`config.mk`:
```
export PLATFORM = sky130hd
export DESIGN_NAME = mem_arbiter_flat
export DESIGN_NICKNAME = d
export VERILOG_FILES = /design/src/rtl/mem_arbiter_pkg.sv /design/src/rtl/mem_arbiter_if.sv /design/src/rtl/mem_timeout.sv /design/src/rtl/mem_arbiter.sv /design/src/flat_wrapper.sv
export SDC_FILE = /design/constraint.sdc
export NUM_CORES = 1
export LEC_CHECK = 0
export CORE_MARGIN = 1
export CORE_UTILIZATION = 51
export DETAILED_ROUTE_END_ITERATION = 12
export MAX_ROUTING_LAYER = met4
export PLACE_DENSITY = 0.89
export SLEW_MARGIN = 25
export SYNTH_ARGS = -nofsm -noshare
export SYNTH_HDL_FRONTEND = slang
export SYNTH_SLANG_ARGS = --single-unit
```
`constraint.sdc`:
```
create_clock -name clk -period 7.2 [get_ports clk]
set_clock_uncertainty 0.15 [all_clocks]
set_input_delay 1.44 -clock clk [delete_from_list [all_inputs] [get_ports clk]]
set_output_delay 1.44 -clock clk [all_outputs]
set_load 0.1 [all_outputs]
```
`src/rtl/mem_arbiter_pkg.sv`:
```
// Shared types and constants for the mem_arbiter slice: FSM encoding,
// memory address width and the data/instruction address-region prefixes.
package mem_arbiter_pkg;

    localparam int M_ADDR_W = 18;

    localparam logic [1:0] DATA_PREFIX  = 2'b00;
    localparam logic       INSTR_PREFIX = 1'b1;

    typedef enum logic [1:0] {
        IDLE     = 2'd0,
        FETCH_LO = 2'd1,
        FETCH_HI = 2'd2,
        DATA     = 2'd3
    } state_e;

    function automatic logic [M_ADDR_W-1:0] instr_addr(input logic [15:0] pa, input logic half);
        return {INSTR_PREFIX, pa, half};
    endfunction

    function automatic logic [M_ADDR_W-1:0] data_addr(input logic [15:0] a);
        return {DATA_PREFIX, a};
    endfunction

endpackage

```
`src/rtl/mem_arbiter_if.sv`:
```
// External 16-bit memory port shared by instruction fetch and data access.
// master = arbiter side, slave = SRAM/bus side.
interface mem_arbiter_if;
    import mem_arbiter_pkg::*;

    logic [M_ADDR_W-1:0] m_addr;
    logic [15:0]         m_wdata;
    logic                m_req;
    logic                m_we;
    logic                m_err;
    logic [15:0]         m_rdata;
    logic                m_ack;

    modport master (
        output m_addr, m_wdata, m_req, m_we, m_err,
        input  m_rdata, m_ack
    );

    modport slave (
        input  m_addr, m_wdata, m_req, m_we, m_err,
        output m_rdata, m_ack
    );

endinterface

```
`src/rtl/mem_timeout.sv`:
```
// Watchdog for a pending memory request; only instantiated when
// MEM_ARBITER_TIMEOUT_EN is defined. expire fires in the last allowed cycle.
module mem_timeout #(
    parameter int unsigned TIMEOUT_CYCLES = 255
) (
    input  logic clk,
    input  logic rst,
    input  logic req,
    input  logic ack,
    output logic expire
);

    localparam int CNT_W = $clog2(TIMEOUT_CYCLES + 1);

    logic [CNT_W-1:0] cnt_q, cnt_d;

    // Each transaction (including the hi half of a fetch) gets a fresh budget.
    always_comb begin
        expire = req && !ack && (cnt_q == CNT_W'(TIMEOUT_CYCLES - 1));
        cnt_d  = cnt_q + CNT_W'(1);
        if (!req || ack || expire) cnt_d = '0;
    end

    always_ff @(posedge clk or posedge rst) begin
        if (rst) cnt_q <= '0;
        else     cnt_q <= cnt_d;
    end

endmodule

```
`src/rtl/mem_arbiter.sv`:
```
// Arbitrates the 16-bit memory port between 32-bit instruction fetch and CPU
// data access. Optional watchdog abort enabled by MEM_ARBITER_TIMEOUT_EN.
module mem_arbiter
    import mem_arbiter_pkg::*;
#(
    parameter int unsigned TIMEOUT_CYCLES = 255
) (
    input  logic                 clk,
    input  logic                 rst,
    input  logic [15:0]          prog_addr,
    input  logic [15:0]          addr,
    input  logic [15:0]          wdata,
    input  logic                 ram_read,
    input  logic                 ram_write,
    output logic [31:0]          instr,
    output logic                 instr_valid,
    output logic [15:0]          mem_rdata,
    output logic                 mem_busy,
    output logic                 mem_ready,
    mem_arbiter_if.master        bus
);

    if (TIMEOUT_CYCLES < 1) begin : g_bad_timeout
        $error("mem_arbiter: TIMEOUT_CYCLES must be at least 1");
    end

    state_e              state_q, state_d;
    logic [15:0]         fa_q, fa_d;
    logic                fv_q, fv_d;
    logic [15:0]         tgt_q, tgt_d;
    logic [31:0]         ibuf_q, ibuf_d;
    logic                ddone_q, ddone_d;
    logic [15:0]         mem_rdata_q, mem_rdata_d;
    logic                mem_ready_q, mem_ready_d;
    logic                m_req_q, m_req_d;
    logic                m_we_q, m_we_d;
    logic [M_ADDR_W-1:0] m_addr_q, m_addr_d;
    logic [15:0]         m_wdata_q, m_wdata_d;
    logic                m_err_q, m_err_d;

    logic strobe, fetch_need, ack, timeout_hit;

`ifdef MEM_ARBITER_TIMEOUT_EN
    mem_timeout #(.TIMEOUT_CYCLES(TIMEOUT_CYCLES)) u_timeout (
        .clk    (clk),
        .rst    (rst),
        .req    (m_req_q),
        .ack    (bus.m_ack),
        .expire (timeout_hit)
    );

    always_ff @(posedge clk or posedge rst) begin
        if (rst) m_err_q <= 1'b0;
        else     m_err_q <= m_err_d;
    end
`else
    assign timeout_hit = 1'b0;
    assign m_err_q     = 1'b0;
`endif

    // NOTE: every _d gets a default before the case so no path infers a latch.
    always_comb begin
        strobe     = ram_read | ram_write;
        fetch_need = !fv_q || (fa_q != prog_addr);
        ack        = m_req_q && bus.m_ack;

        state_d     = state_q;
        fa_d        = fa_q;
        fv_d        = fv_q;
        tgt_d       = tgt_q;
        ibuf_d      = ibuf_q;
        ddone_d     = ddone_q && strobe;
        mem_rdata_d = mem_rdata_q;
        mem_ready_d = 1'b0;
        m_req_d     = m_req_q;
        m_we_d      = m_we_q;
        m_addr_d    = m_addr_q;
        m_wdata_d   = m_wdata_q;
        m_err_d     = m_err_q;

        case (state_q)
            IDLE: begin
                if (strobe && !ddone_q) begin
                    state_d   = DATA;
                    m_req_d   = 1'b1;
                    m_we_d    = ram_write;
                    m_addr_d  = data_addr(addr);
                    m_wdata_d = wdata;
                end else if (fetch_need) begin
                    // fv drops so a half-overwritten ibuf is never shown as valid.
                    state_d  = FETCH_LO;
                    tgt_d    = prog_addr;
                    fv_d     = 1'b0;
                    m_req_d  = 1'b1;
                    m_we_d   = 1'b0;
                    m_addr_d = instr_addr(prog_addr, 1'b0);
                end
            end
            FETCH_LO: begin
                if (ack) begin
                    ibuf_d[15:0] = bus.m_rdata;
                    state_d      = FETCH_HI;
                    m_addr_d     = instr_addr(tgt_q, 1'b1);
                end
            end
            FETCH_HI: begin
                if (ack) begin
                    ibuf_d[31:16] = bus.m_rdata;
                    fa_d          = tgt_q;
                    fv_d          = 1'b1;
                    state_d       = IDLE;
                    m_req_d       = 1'b0;
                end
            end
            DATA: begin
                if (ack) begin
                    if (!m_we_q) mem_rdata_d = bus.m_rdata;
                    mem_ready_d = 1'b1;
                    ddone_d     = strobe;
                    state_d     = IDLE;
                    m_req_d     = 1'b0;
                    m_we_d      = 1'b0;
                end
            end
        endcase

        // Abort still completes a data access so the CPU is never left waiting.
        if (timeout_hit) begin
            state_d = IDLE;
            m_req_d = 1'b0;
            m_we_d  = 1'b0;
            m_err_d = 1'b1;
            if (state_q == DATA) begin
                mem_ready_d = 1'b1;
                ddone_d     = strobe;
            end else begin
                fv_d = 1'b0;
            end
        end
    end

    // NOTE: sequential state uses non-blocking assignments only; ibuf is a
    // plain register (not a memory array) so resetting it is cheap and required.
    always_ff @(posedge clk or posedge rst) begin
        if (rst) begin
            state_q     <= IDLE;
            fa_q        <= '0;
            fv_q        <= 1'b0;
            tgt_q       <= '0;
            ibuf_q      <= '0;
            ddone_q     <= 1'b0;
            mem_rdata_q <= '0;
            mem_ready_q <= 1'b0;
            m_req_q     <= 1'b0;
            m_we_q      <= 1'b0;
            m_addr_q    <= '0;
            m_wdata_q   <= '0;
        end else begin
            state_q     <= state_d;
            fa_q        <= fa_d;
            fv_q        <= fv_d;
            tgt_q       <= tgt_d;
            ibuf_q      <= ibuf_d;
            ddone_q     <= ddone_d;
            mem_rdata_q <= mem_rdata_d;
            mem_ready_q <= mem_ready_d;
            m_req_q     <= m_req_d;
            m_we_q      <= m_we_d;
            m_addr_q    <= m_addr_d;
            m_wdata_q   <= m_wdata_d;
        end
    end

    assign instr_valid = fv_q && (fa_q == prog_addr);
    assign instr       = instr_valid ? ibuf_q : 32'h0;
    assign mem_rdata   = mem_rdata_q;
    assign mem_ready   = mem_ready_q;
    assign mem_busy    = strobe && !ddone_q && !mem_ready_q;

    assign bus.m_req   = m_req_q;
    assign bus.m_we    = m_we_q;
    assign bus.m_addr  = m_addr_q;
    assign bus.m_wdata = m_wdata_q;
    assign bus.m_err   = m_err_q;

endmodule

```
`src/flat_wrapper.sv`:
```
// flat-port wrapper written by rule: the top's interface ports become plain ports
module mem_arbiter_flat import mem_arbiter_pkg::*;
#(
    parameter int unsigned TIMEOUT_CYCLES = 255
)
  (clk, rst, prog_addr, addr, wdata, ram_read, ram_write, instr, instr_valid, mem_rdata, mem_busy, mem_ready, bus_m_addr, bus_m_wdata, bus_m_req, bus_m_we, bus_m_err, bus_m_rdata, bus_m_ack);
  mem_arbiter_if bus_i ();
  input  logic clk;
  input  logic rst;
  input  logic [15:0] prog_addr;
  input  logic [15:0] addr;
  input  logic [15:0] wdata;
  input  logic ram_read;
  input  logic ram_write;
  output logic [31:0] instr;
  output logic instr_valid;
  output logic [15:0] mem_rdata;
  output logic mem_busy;
  output logic mem_ready;
  output wire logic [$bits(bus_i.m_addr)-1:0] bus_m_addr;
  output wire logic [$bits(bus_i.m_wdata)-1:0] bus_m_wdata;
  output wire logic [$bits(bus_i.m_req)-1:0] bus_m_req;
  output wire logic [$bits(bus_i.m_we)-1:0] bus_m_we;
  output wire logic [$bits(bus_i.m_err)-1:0] bus_m_err;
  input wire logic [$bits(bus_i.m_rdata)-1:0] bus_m_rdata;
  input wire logic [$bits(bus_i.m_ack)-1:0] bus_m_ack;
  assign bus_m_addr = bus_i.m_addr;
  assign bus_m_wdata = bus_i.m_wdata;
  assign bus_m_req = bus_i.m_req;
  assign bus_m_we = bus_i.m_we;
  assign bus_m_err = bus_i.m_err;
  assign bus_i.m_rdata = bus_m_rdata;
  assign bus_i.m_ack = bus_m_ack;
  mem_arbiter #(.TIMEOUT_CYCLES(TIMEOUT_CYCLES)) u_core (.clk(clk), .rst(rst), .prog_addr(prog_addr), .addr(addr), .wdata(wdata), .ram_read(ram_read), .ram_write(ram_write), .instr(instr), .instr_valid(instr_valid), .mem_rdata(mem_rdata), .mem_busy(mem_busy), .mem_ready(mem_ready), .bus(bus_i));
endmodule
```
* After elaboration in Yosys (flattened, before gate mapping)
Index checks and enable logic that the tools add are counted.
** Storage, ports and cells
- Logic and storage cells :: 77
- Output and inout bits :: 88
- Register bits after elaboration :: 121
** Operators by class
- Bitwise gates (word level) :: 3
- Reduce and logical (&&, ||, !) cells :: 25
- Multiplexer cells :: 24
- Eq/ne operators :: 12
** Operators by type and width (number)
- $mux 18 :: 3
- $pmux 18 s2 :: 1
- $mux 32 :: 1
- $reduce_and 3->1 :: 6
- $eq 16x16->1 :: 1
- $ne 16x16->1 :: 1
- $mux 1 :: 11
- $ne 2x1->1 const B :: 5
- $mux 2 :: 4
- $reduce_bool 2->1 :: 4
- $pmux 1 s2 :: 3
- $pmux 2 s3 :: 1
- $reduce_and 2->1 :: 3
- $logic_and 1x1->1 :: 5
- $eq 2x2->1 const B :: 2
- $reduce_and 4->1 :: 1
- $logic_not 1->1 :: 3
- $ne 3x1->1 const B :: 1
- $eq 2x1->1 const B :: 1
- $logic_not 2->1 :: 1
- $ne 2x2->1 const B :: 1
- $not 1->1 :: 2
- $reduce_or 2->1 :: 1
- $logic_or 1x1->1 :: 1
- $or 1x1->1 :: 1

* Logic depth before layout (Yosys ltp)
Gate-level depths: netlist of the first run.
- Depth after elaboration :: 5
- Gate-level depth with buffers :: 7
- Gate-level depth less buffers :: 5

* Least setup slack after synthesis of the first run
OpenSTA, ideal clock, no wires.
- Path type :: input-to-output
- Start point :: in ram_write
- End point :: out mem_busy
- Slack :: 2381 ps
- Arrival :: 3229 ps
- Data required time :: 5610 ps
- Cell stages on the path :: 4
- Cell sequence :: o21ai_0 buf_2 buf_2 nor2_1
** On the way
- Cells in the longest elaborated chain, start to end :: 3
** Ends and longest elaborated chain
- start, declared :: line flat_wrapper.sv:14 : input logic ram_write;
- $or 1x1->1 :: line mem_arbiter.sv:63 : strobe = ram_read | ram_write;
- $logic_and 1x1->1 (2 in a row) :: line mem_arbiter.sv:178 : assign mem_busy = strobe && !ddone_q && !mem_ready_q;
- end, declared :: line flat_wrapper.sv:18 : output logic mem_busy;
No other way between the ends.

* Worst setup path after layout of the first run
- Start point :: in prog_addr[1]
- End point :: out instr[8]
** On the way
- Cells in the longest elaborated chain, start to end :: 3
** Ends and longest elaborated chain
- start, declared :: line flat_wrapper.sv:10 : input logic [15:0] prog_addr;
- $eq 16x16->1 :: line mem_arbiter.sv:174 : assign instr_valid = fv_q && (fa_q == prog_addr);
- $logic_and 1x1->1 :: line mem_arbiter.sv:174
- $mux 32 :: line mem_arbiter.sv:175 : assign instr = instr_valid ? ibuf_q : 32'h0;
- end, declared :: line flat_wrapper.sv:15 : output logic [31:0] instr;
No other way between the ends.

==> results of run 1 <==
registers in the layout, summed over array words and instances (netlist names), 2 cells and up:
| name | flops |
|---|---|
| u_core.ibuf_q | 32 |
| u_core.bus.m_addr | 18 |
| u_core.bus.m_wdata | 16 |
| u_core.fa_q | 16 |
| u_core.mem_rdata | 16 |
| u_core.tgt_q | 16 |
| u_core.state_q | 2 |
Yosys cell counts:
cell	number	area share
a22o_1	2	0.0032
a21oi_4	1	0.0030
nor4_1	1	0.0012
o22a_1	1	0.0016
a21oi_1	6	0.0056
nand3_1	3	0.0028
dfrtp_1	121	0.56
clkbuf_2	1	0.00093
buf_4	3	0.0042
o21ai_4	1	0.0030
buf_6	1	0.0021
nor3_1	2	0.0019
nand2_1	21	0.015
clkbuf_1	15	0.010
a31oi_1	1	0.0012
buf_12	1	0.0037
or3_4	1	0.0021
nand4_1	3	0.0035
nand2b_1	1	0.0012
or3_1	1	0.0012
mux2_4	10	0.028
xnor2_1	9	0.015
xor2_1	7	0.011
mux2_2	102	0.21
mux2i_1	15	0.028
nand4_2	1	0.0023
conb_1	1	0.00069
inv_1	6	0.0042
nor2_1	9	0.0063
and3_1	32	0.037
nor3_4	1	0.0030
buf_2	4	0.0037
and2_1	2	0.0023
o21ai_0	19	0.018
critical path, delay by kind of cell:
kind          cells  cell delay (ns)
simple gates      3             1.21
xor+xnor          1             0.17
buf+inv           2             0.76
cell families after synthesis:
logic type / synth area share
AOI/OAI and AO/OA: 0.03525
xor gates and xnor gates: 0.02597
muxes: 0.2685
other: 0.0006949
and+or+nand+nor: 0.07930
buffers and inverters: 0.02921
DFF: 0.5611
per-layer routing:
metal / share of wire / wire length [µm] / vias to the layer above
met4: 0.022 / 278 / 0
met3: 0.040 / 516 / 21
met1: 0.43 / 5479 / 1920
li1: - / - / 1751
met2: 0.51 / 6502 / 130
met5: 0 / 0 / -
placed cells by master, fill, tap and decap left out, drive strengths merged:
cell type / instances
nand3: 3
xnor2: 9
mux2i: 15
clkinvlp: 4
nand4: 4
mux2: 112
or3: 2
conb: 1
nor4: 1
and3: 32
and2: 2
inv: 6
dfrtp: 121
nand2: 21
a22o: 2
a21oi: 7
nor2: 9
o22a: 1
nor3: 3
clkdlybuf4s50: 122
clkinv: 1
o21ai: 20
bufinv: 7
buf: 38
clkbuf: 20
a31oi: 1
xor2: 7
nand2b: 1
through the flow:
stage	util	cell area, µm²	instances	hold WS, ns
detailed placement	0.6754	6942	675	0.3349
global route	0.7432	7639	708	0.3681
finish	0.7432	7639	708	0.3525
global placement	0.6754	6942	675	0.3305
CTS	0.7417	7622	707	0.3472
floorplan	-	5396	405	0.3206
cell type report:
cell class / count / area (µm²) / area share
multi-input cells: 253 / 2221 / 0.2907
clock buffers: 20 / 435.4 / 0.05700
flip-flops and latches: 121 / 3028 / 0.3964
well taps: 136 / 170.2 / 0.02228
repair buffers: 160 / 1514 / 0.1982
inverters: 6 / 25.02 / 0.003276
clock inverters: 12 / 245.2 / 0.03210
final timing paths:
path,startpoint,to,slack (ns),cells past startpoint
min in group asynchronous,rst,u_core.tgt_q[7],1.16,2
min,u_core.bus.m_wdata[4],u_core.bus.m_wdata[4],0.35,1
max reg2reg,u_core.fa_q[12],u_core.bus.m_addr[15],4.70,5
max,prog_addr[1],instr[8],2.01,6
max in group asynchronous,rst,u_core.bus.m_wdata[0],4.65,3
min reg2reg,u_core.bus.m_wdata[4],u_core.bus.m_wdata[4],0.35,1
==> results.md, run 1 <==
* Vias in the first global route at around 4100
* Die Span X at 104.9 µm
* Mapped Nets at 474
* Required @ worst endpoint at about 5.6 ns
* Final Max Tran Viols at 0
* Routed Antenna Nets at 0
* Clk_lat worst skew at 0.52 ns
* Area of the mapped netlist at 0.005396 mm²
* Crit path kind: input pin to primary output
* Slowest-stage cell, CP: and2_2
* Max-Cap Viols at 0
* First-pass GRT wire length at 20830 µm
* Syn avg cell area at around 13 µm²
* Routed via count at 3822
* Nets at 628
* CTS max path bufs at 2
* Met2 usage at 0.4286
* HP Class: flop to flop
* DR DRC count at 1
* Violated checks: DRC
* Setup ws final at around 2.0 ns
* Worst-Margin Slew at 1.025 ns
* Clock buffer count from CTS at 17
* Post-DP HPWL at 8230 µm
* Core area at 0.01028 mm²
* WL per Instance at 18.05 µm
* Crit path capture type: primary output
* Sum Neg Setup Slack at 0 ns
* Global route overflow at 0
* Reg clk slew, reported paths at 0.05 ns
* Layer with the highest usage: met2
* Synth cell types at 34
* Achievable frequency at 192.8 MHz
* Vias/cell at 5.398
* Final setup viols at 0
* Synth warn at 0
* DRT Pass-1 Iters at 11
* Clk root buf: clkbuf_8
* CTS tree: built
* Place WS at 1.747 ns
* Tcrit/Tclk final at 0.7203
* Antenna violations before repair at 0
* RSZ-0062 raised after global routing: false
* Starting Density at 0.5251
* GRT Util Overall at 0.2551
* Ports at 157
* # resized after CTS at 0
* Cells after synthesis at around 400
* RePlAce Congestion at between 0.8 and 0.9
* Die Y-Extent at roughly 100 µm
* Worst Setup Start Kind: input pin
* Status: complete, but fails checks
* Ant diodes at 0
* Worst slew margin at 0.3148
* M1 GR Usage at 0.2998
* CP Cell Sequence: clkdlybuf4s50_1 > xor2_1 > nor3_1 > and2_2 > and3_1 > buf_4
* Initial DRC Count at 187
* Largest net degree at the start of global routing at 83
* Port bufs at 155
* H-tree lvl count at 4
* FILL cells at just under 700
* Final wirelength at 12780 µm
* M3 GR Usage at 0.05864
* Layout area overhead at 41.55%
* Seq/Total Area, Yosys at 0.5611
* Crit path DAT at 3.60 ns
* Row cnt at 37
* Postcts setup bufs at 0
* Fin. Hold Viols at 0
* CP max stage delay at 0.59 ns
* Full die area at 0.01100 mm²
* Clk sinks at approximately 120
* Number of synthesized register bits at approximately 120
* Fraction of layout cells with a size suffix above 1 at 0.3322
* # hold bufs at CTS at 0
* Final Critical Period at around 5.2 ns
* CP max FO at 35
Power of run 1 is left out: the tool's default activity adds up to more than one toggle a clock period on the data nets, which glitch-free logic cannot reach.
==> inputs of run 2 (changes only) <==
--- a/config.mk
+++ b/config.mk
@@ -6,10 +6,10 @@
 export NUM_CORES = 1
 export LEC_CHECK = 0
 export CORE_MARGIN = 1
-export CORE_UTILIZATION = 51
+export CORE_UTILIZATION = 48
 export DETAILED_ROUTE_END_ITERATION = 12
 export MAX_ROUTING_LAYER = met4
-export PLACE_DENSITY = 0.89
+export PLACE_DENSITY = 0.85
 export SLEW_MARGIN = 25
 export SYNTH_ARGS = -nofsm -noshare
 export SYNTH_HDL_FRONTEND = slang
==> constraint.sdc (replaced) <==
create_clock -name clk -period 4.8 [get_ports clk]
set_clock_uncertainty 0.15 [all_clocks]
set_input_delay 0.96 -clock clk [delete_from_list [all_inputs] [get_ports clk]]
set_output_delay 0.96 -clock clk [all_outputs]
set_load 0.1 [all_outputs]
==> results.md, run 2 (same netlist as run 1, synthesis figures left out) <==
* Tcrit/Tclk final at 0.8433
* Die Y-Extent at 108.0 µm (+3.0%)
* Postcts setup bufs at 0 (unchanged)
* GRT Util Overall at 0.2528 (-0.002262)
* Status: completed
* Fin. Hold Viols at 0 (unchanged)
* Ports at 157 (unchanged)
* R2r endpoint: u_core.bus.m_addr[13]
* R2R Setup Slk at 2.20 ns (-2.50 ns)
* RSZ-0062 raised after global routing: false
* CTS tree: built
* Routed Antenna Nets at 0 (unchanged)
* Starting Density at 0.4956 (-0.02945)
* Biggest register: u_core.ibuf_q
* Vias in the first global route at 4173 (+1.1%)
* Worst Setup Start Kind: input pin
* # resized after CTS at 0 (unchanged)
* Required @ worst endpoint at 3.69 ns (-1.92 ns)
* Largest net degree at the start of global routing at 66 (-20%)
* Layout area overhead at 47.60%
* Reg clk slew, reported paths at 0.06 ns (about the same)
* Crit path capture type: primary output
* Max-Cap Viols at 0 (unchanged)
* Routed via count at 3798 (-0.63%)
* Reg2Reg Launch Point: u_core.fa_q[3]
* Clk sinks at 121 (unchanged)
* Row cnt at 38 (+2.7%)
* Most frequent cells in the layout: 121 x clkdlybuf4s50_1, 121 x dfrtp_1, 102 x mux2_2
* DRT Pass-1 Iters at 4 (-7)
* FILL cells at 726 (+7.7%)
* Hold_sp: u_core.ibuf_q[6]
* Final wirelength at 13180 µm (+3.1%)
* Core area at 0.01089 mm² (+5.9%)
* Reg2Reg Depth at 5 (unchanged)
* Final Critical Period at 4.048 ns
* CP max FO at 35 (unchanged)
* RePlAce Congestion at 0.7890 (-5.9%)
* Initial DRC Count at 140 (-25%)
* Hold Path End: u_core.ibuf_q[6]
* Final setup viols at 0 (unchanged)
* Full die area at 0.01167 mm² (+6.1%)
* DR DRC count at 0 (-1)
* Achievable frequency at ~250 MHz
* Crit path DAT at 2.94 ns (-0.66 ns)
* Clk root buf: clkbuf_8
* Worst-Margin Slew at 1.027 ns (+0.002718 ns)
* Final Max Tran Viols at 0 (unchanged)
* # hold bufs at CTS at 0 (unchanged)
* Post-DP HPWL at 8756 µm (+6.4%)
* Max FFs per register at 32 (unchanged)
* CTS max path bufs at 2 (unchanged)
* Nets at 629 (+0.16%)
* Global route overflow at 0 (unchanged)
* Hold Crit Depth at 1 (unchanged)
* Ant diodes at 0 (unchanged)
* Critical Path Source: prog_addr[4]
* Die Span X at 108.0 µm (+3.0%)
* WL per Instance at 18.53 µm (+2.7%)
* H-tree lvl count at 4 (unchanged)
* Clock buffer count from CTS at 17 (unchanged)
* Sum Neg Setup Slack at 0 ns (unchanged)
* First-pass GRT wire length at 21550 µm (+3.4%)
* Vias/cell at 5.342 (-1.0%)
* HP Class: flop to flop
* Clk_lat worst skew at 0.50 ns (-0.02 ns)
* Fraction of layout cells with a size suffix above 1 at 0.3345 (+0.002333)
* Port bufs at 155 (unchanged)
* Worst slew margin at 0.3130 (-0.001818)
* Crit path kind: input pin to primary output
* Antenna violations before repair at 0 (unchanged)
## run 2: worst max path at each step
stage | endpoint | slack [ns] | cells past startpoint
3_3_place_gp | instr[30] | 0.81 | 7
5_1_grt | instr[28] | 0.55 | 7
2_1_floorplan | u_core.bus.m_addr[0] | 0.48 | 1
6_report | instr[31] | 0.75 | 7
4_1_cts | instr[24] | 0.76 | 7
3_5_place_dp | instr[24] | 0.82 | 7
## run 2: per-layer routing
layer	vias to the layer above	track usage	share of wire
met3	13	0.06811	0.052
met5	-	-	0
met1	1937	0.3058	0.42
li1	1732	-	-
met2	116	0.4177	0.52
met4	0	0.06849	0.012
## run 2: stage by stage
step / cell area [µm²] / hold slack (ns) / std cells / worst slack [ns] / utilization
floorplan: 5396 / 0.3206 / 405 / 0.4758 / -
global placement: 7385 / 0.3293 / 681 / 0.8133 / 0.6782
detailed placement: 7385 / 0.3356 / 681 / 0.8226 / 0.6782
CTS: 7965 / 0.3477 / 711 / 0.7609 / 0.7316
global route: 7965 / 0.3680 / 711 / 0.5503 / 0.7316
finish: 7965 / 0.3468 / 711 / 0.7523 / 0.7316
## run 2: layout make-up
| cell class | count | area (µm²) | share of cell area |
|---|---|---|---|
| Tap cell | 140 | 175.2 | 0.02199 |
| Sequential cell | 121 | 3028 | 0.3801 |
| Clock inverter | 12 | 152.6 | 0.01916 |
| Clock buffer | 18 | 427.9 | 0.05372 |
| Multi-Input combinational cell | 253 | 2220 | 0.2787 |
| Timing Repair Buffer | 161 | 1937 | 0.2432 |
| Inverter | 6 | 25.02 | 0.003142 |
## run 2: critical path: stages
cell and delay, ns:
clkdlybuf4s50_1 0.49, xor2_1 0.19, nor4_1 0.32, and2_1 0.19
buf_4 0.31, and3_1 0.27, buf_12 0.19
Power of run 2 is left out for the same reason.
==> RTL edit (settings of run 1) <==
Add a define of `MEM_ARBITER_TIMEOUT_EN`.
--- a/src/rtl/mem_arbiter.sv
+++ b/src/rtl/mem_arbiter.sv
@@ -1,5 +1,7 @@
 // Arbitrates the 16-bit memory port between 32-bit instruction fetch and CPU
 // data access. Optional watchdog abort enabled by MEM_ARBITER_TIMEOUT_EN.
+`define MEM_ARBITER_TIMEOUT_EN
+
 module mem_arbiter
     import mem_arbiter_pkg::*;
 #(
Behaviour: no difference found for any inputs over 4 cycles, from zero or initial values and one cycle with rst high; that may be too few to reach the edited logic, so the function may still have changed.
==> RTL edit against run 1 <==
- maximum frequency fell by 5.6%
- setup slack got worse by 0.31 ns
- utilization fell by 2.0 points
- synthesized area rose by 8.6%
- cell area rose by 4.4%
- count of clock-buffer cells in the layout fell by 2
- sequential cell count rose by 9
- wire length rose by 8.3%
- via count rose by 8.6%
- critical endpoint is now instr[20]
Power is not shown: default switching activity piles up to over one toggle a cycle in this logic, so the estimate is an artifact.
==> RTL edit: results (changes against run 1) <==
port bufs 156 (+0.65%); total global routing track utilization 25.2% (-0.28 points); share of layout cells above drive strength 1 29.2% (-4.0 points); # diodes 0 (unchanged); largest net degree at the start of global routing 77 (-7.2%); Layout Nets 682 (+8.6%); Yosys cell types 37 (+8.8%); antenna violations before repair 0 (unchanged); max FFs per register 32 (unchanged); Layout Cells excl Fill 759 (+7.2%); vias in the first global route 4353 (+5.5%); crit-path max FO 31 (-11%); outcome completed; first-pass GRT wire length 21800 um (+4.8%); async set-or-reset flop fraction in the synthesized netlist 100% (unchanged); post-synthesis mux area share 24.5% (-2.4 points); Synth Warn # 0 (unchanged); CTS H-tree lvls 4 (unchanged); Inst Count DP 727 (+7.7%); routed len/inst 18.2 um (+1.0%); WP data arrival 3.90 ns (+0.30 ns); DRT Pass-1 Iters 4 (-7); register area share after synthesis 55.5% (-0.58 points); worst slew pin tran 1.03 ns (+0.00389 ns); hold crit path type flip-flop to flip-flop; antenna viol nets, final 0 (unchanged); pre-CTS setup slack 1.74 ns (-0.00684 ns); Synth Instances 452 (+12%); syn nets 528 (+11%); Max-Cap Viols 0 (unchanged); CTS root buffer clkbuf_16; fillcell total 777 (+15%); Inserted Clock Buffers 17 (unchanged); Synth area leaders dfrtp_1, mux2_2, and3_1, mux2i_1, xnor2_1; clock buffer depth 2 (unchanged); Compound-Gate Fraction of Synth Area 3.61% (+0.085 points); Worst-Skew Late Latency 0.41 ns (-0.11 ns); commonest cells in the netlist dfrtp_1, mux2_2, and3_1, nand2_1, clkbuf_1; Routability Congestion 0.803 (-4.3%); DRC marker count from the first detailed-route iteration 209 (+12%); Synth Area in Adders 1.50% (+1.5 points); Post-Synth XOR/XNOR Area 3.29% (+0.69 points); dpl hpwl 9440 um (+15%); vias 4149 (+8.6%); setup bufs post-CTS 0 (unchanged)
## RTL edit: cell types whose count changed in the layout (fill, tap and decap cells not counted), sizes merged, moves of 5 or more
cell,delta
xnor2,+8
bufinv,-7
clkinv,+7
nor2,+6
ha,+7
nand2b,+5
dfrtp,+9
## RTL edit: stage by stage
stage	instance area (um2)	hold WS [ns]
6_report	7980	0.338
4_1_cts	7970	0.341
3_3_place_gp	7440	0.312
2_1_floorplan	5860	0.321
5_1_grt	7980	0.357
3_5_place_dp	7440	0.312
## RTL edit: cell type report
type | count | area (um2) | area share [%]
flip-flops and latches | 130 | 3250 | 40.8
multi-input cells | 291 | 2480 | 31.1
repair buffers | 160 | 1510 | 18.9
clock buffers | 18 | 439 | 5.51
well taps | 140 | 175 | 2.20
clock inverters | 14 | 92.6 | 1.16
inverters | 6 | 27.5 | 0.345
## RTL edit: final timing paths
check	start	endpoint	slack, ns	depth (start not counted)
worst min-delay path	u_core.bus.m_addr[6]$_DFFE_PP0P_	u_core.bus.m_addr[6]$_DFFE_PP0P_	0.34	1
max in group asynchronous	rst	u_core.tgt_q[14]$_DFFE_PP0P_	4.39	3
worst max-delay path	prog_addr[10]	instr[20]	1.71	7
worst min register to register	u_core.bus.m_addr[6]$_DFFE_PP0P_	u_core.bus.m_addr[6]$_DFFE_PP0P_	0.34	1
min in group asynchronous	rst	u_core.bus.m_wdata[14]$_DFFE_PP0P_	1.37	2
worst max register to register	u_core.state_q[1]$_DFFE_PP0P_	u_core.bus.m_addr[13]$_DFFE_PP0P_	3.80	6
## RTL edit: critical path, cell delays in order
cell	delay (ns)
clkdlybuf4s50_1	0.54
xnor2_1	0.15
nand4_1	0.18
nor4_4	0.69
buf_4	0.38
and3_1	0.21
buf_4	0.30
## RTL edit: metal layers
layer / up-vias / part of all wire (%) / global-route usage [%]
li1: 1905 / - / -
met2: 123 / 53 / 41.6
met3: 21 / 3.8 / 4.48
met5: - / 0 / -
met4: 0 / 2.1 / 10.1
met1: 2100 / 41 / 30.8
## RTL edit: logic make-up after synthesis
| group | count (synthesis) |
|---|---|
| adders and majority gates | 7 |
| DFF | 130 |
| muxes | 129 |
| and+or+nand+nor | 101 |
| xor gates and xnor gates | 22 |
| AOI/OAI and AO/OA | 32 |
| buffers and inverters | 31 |
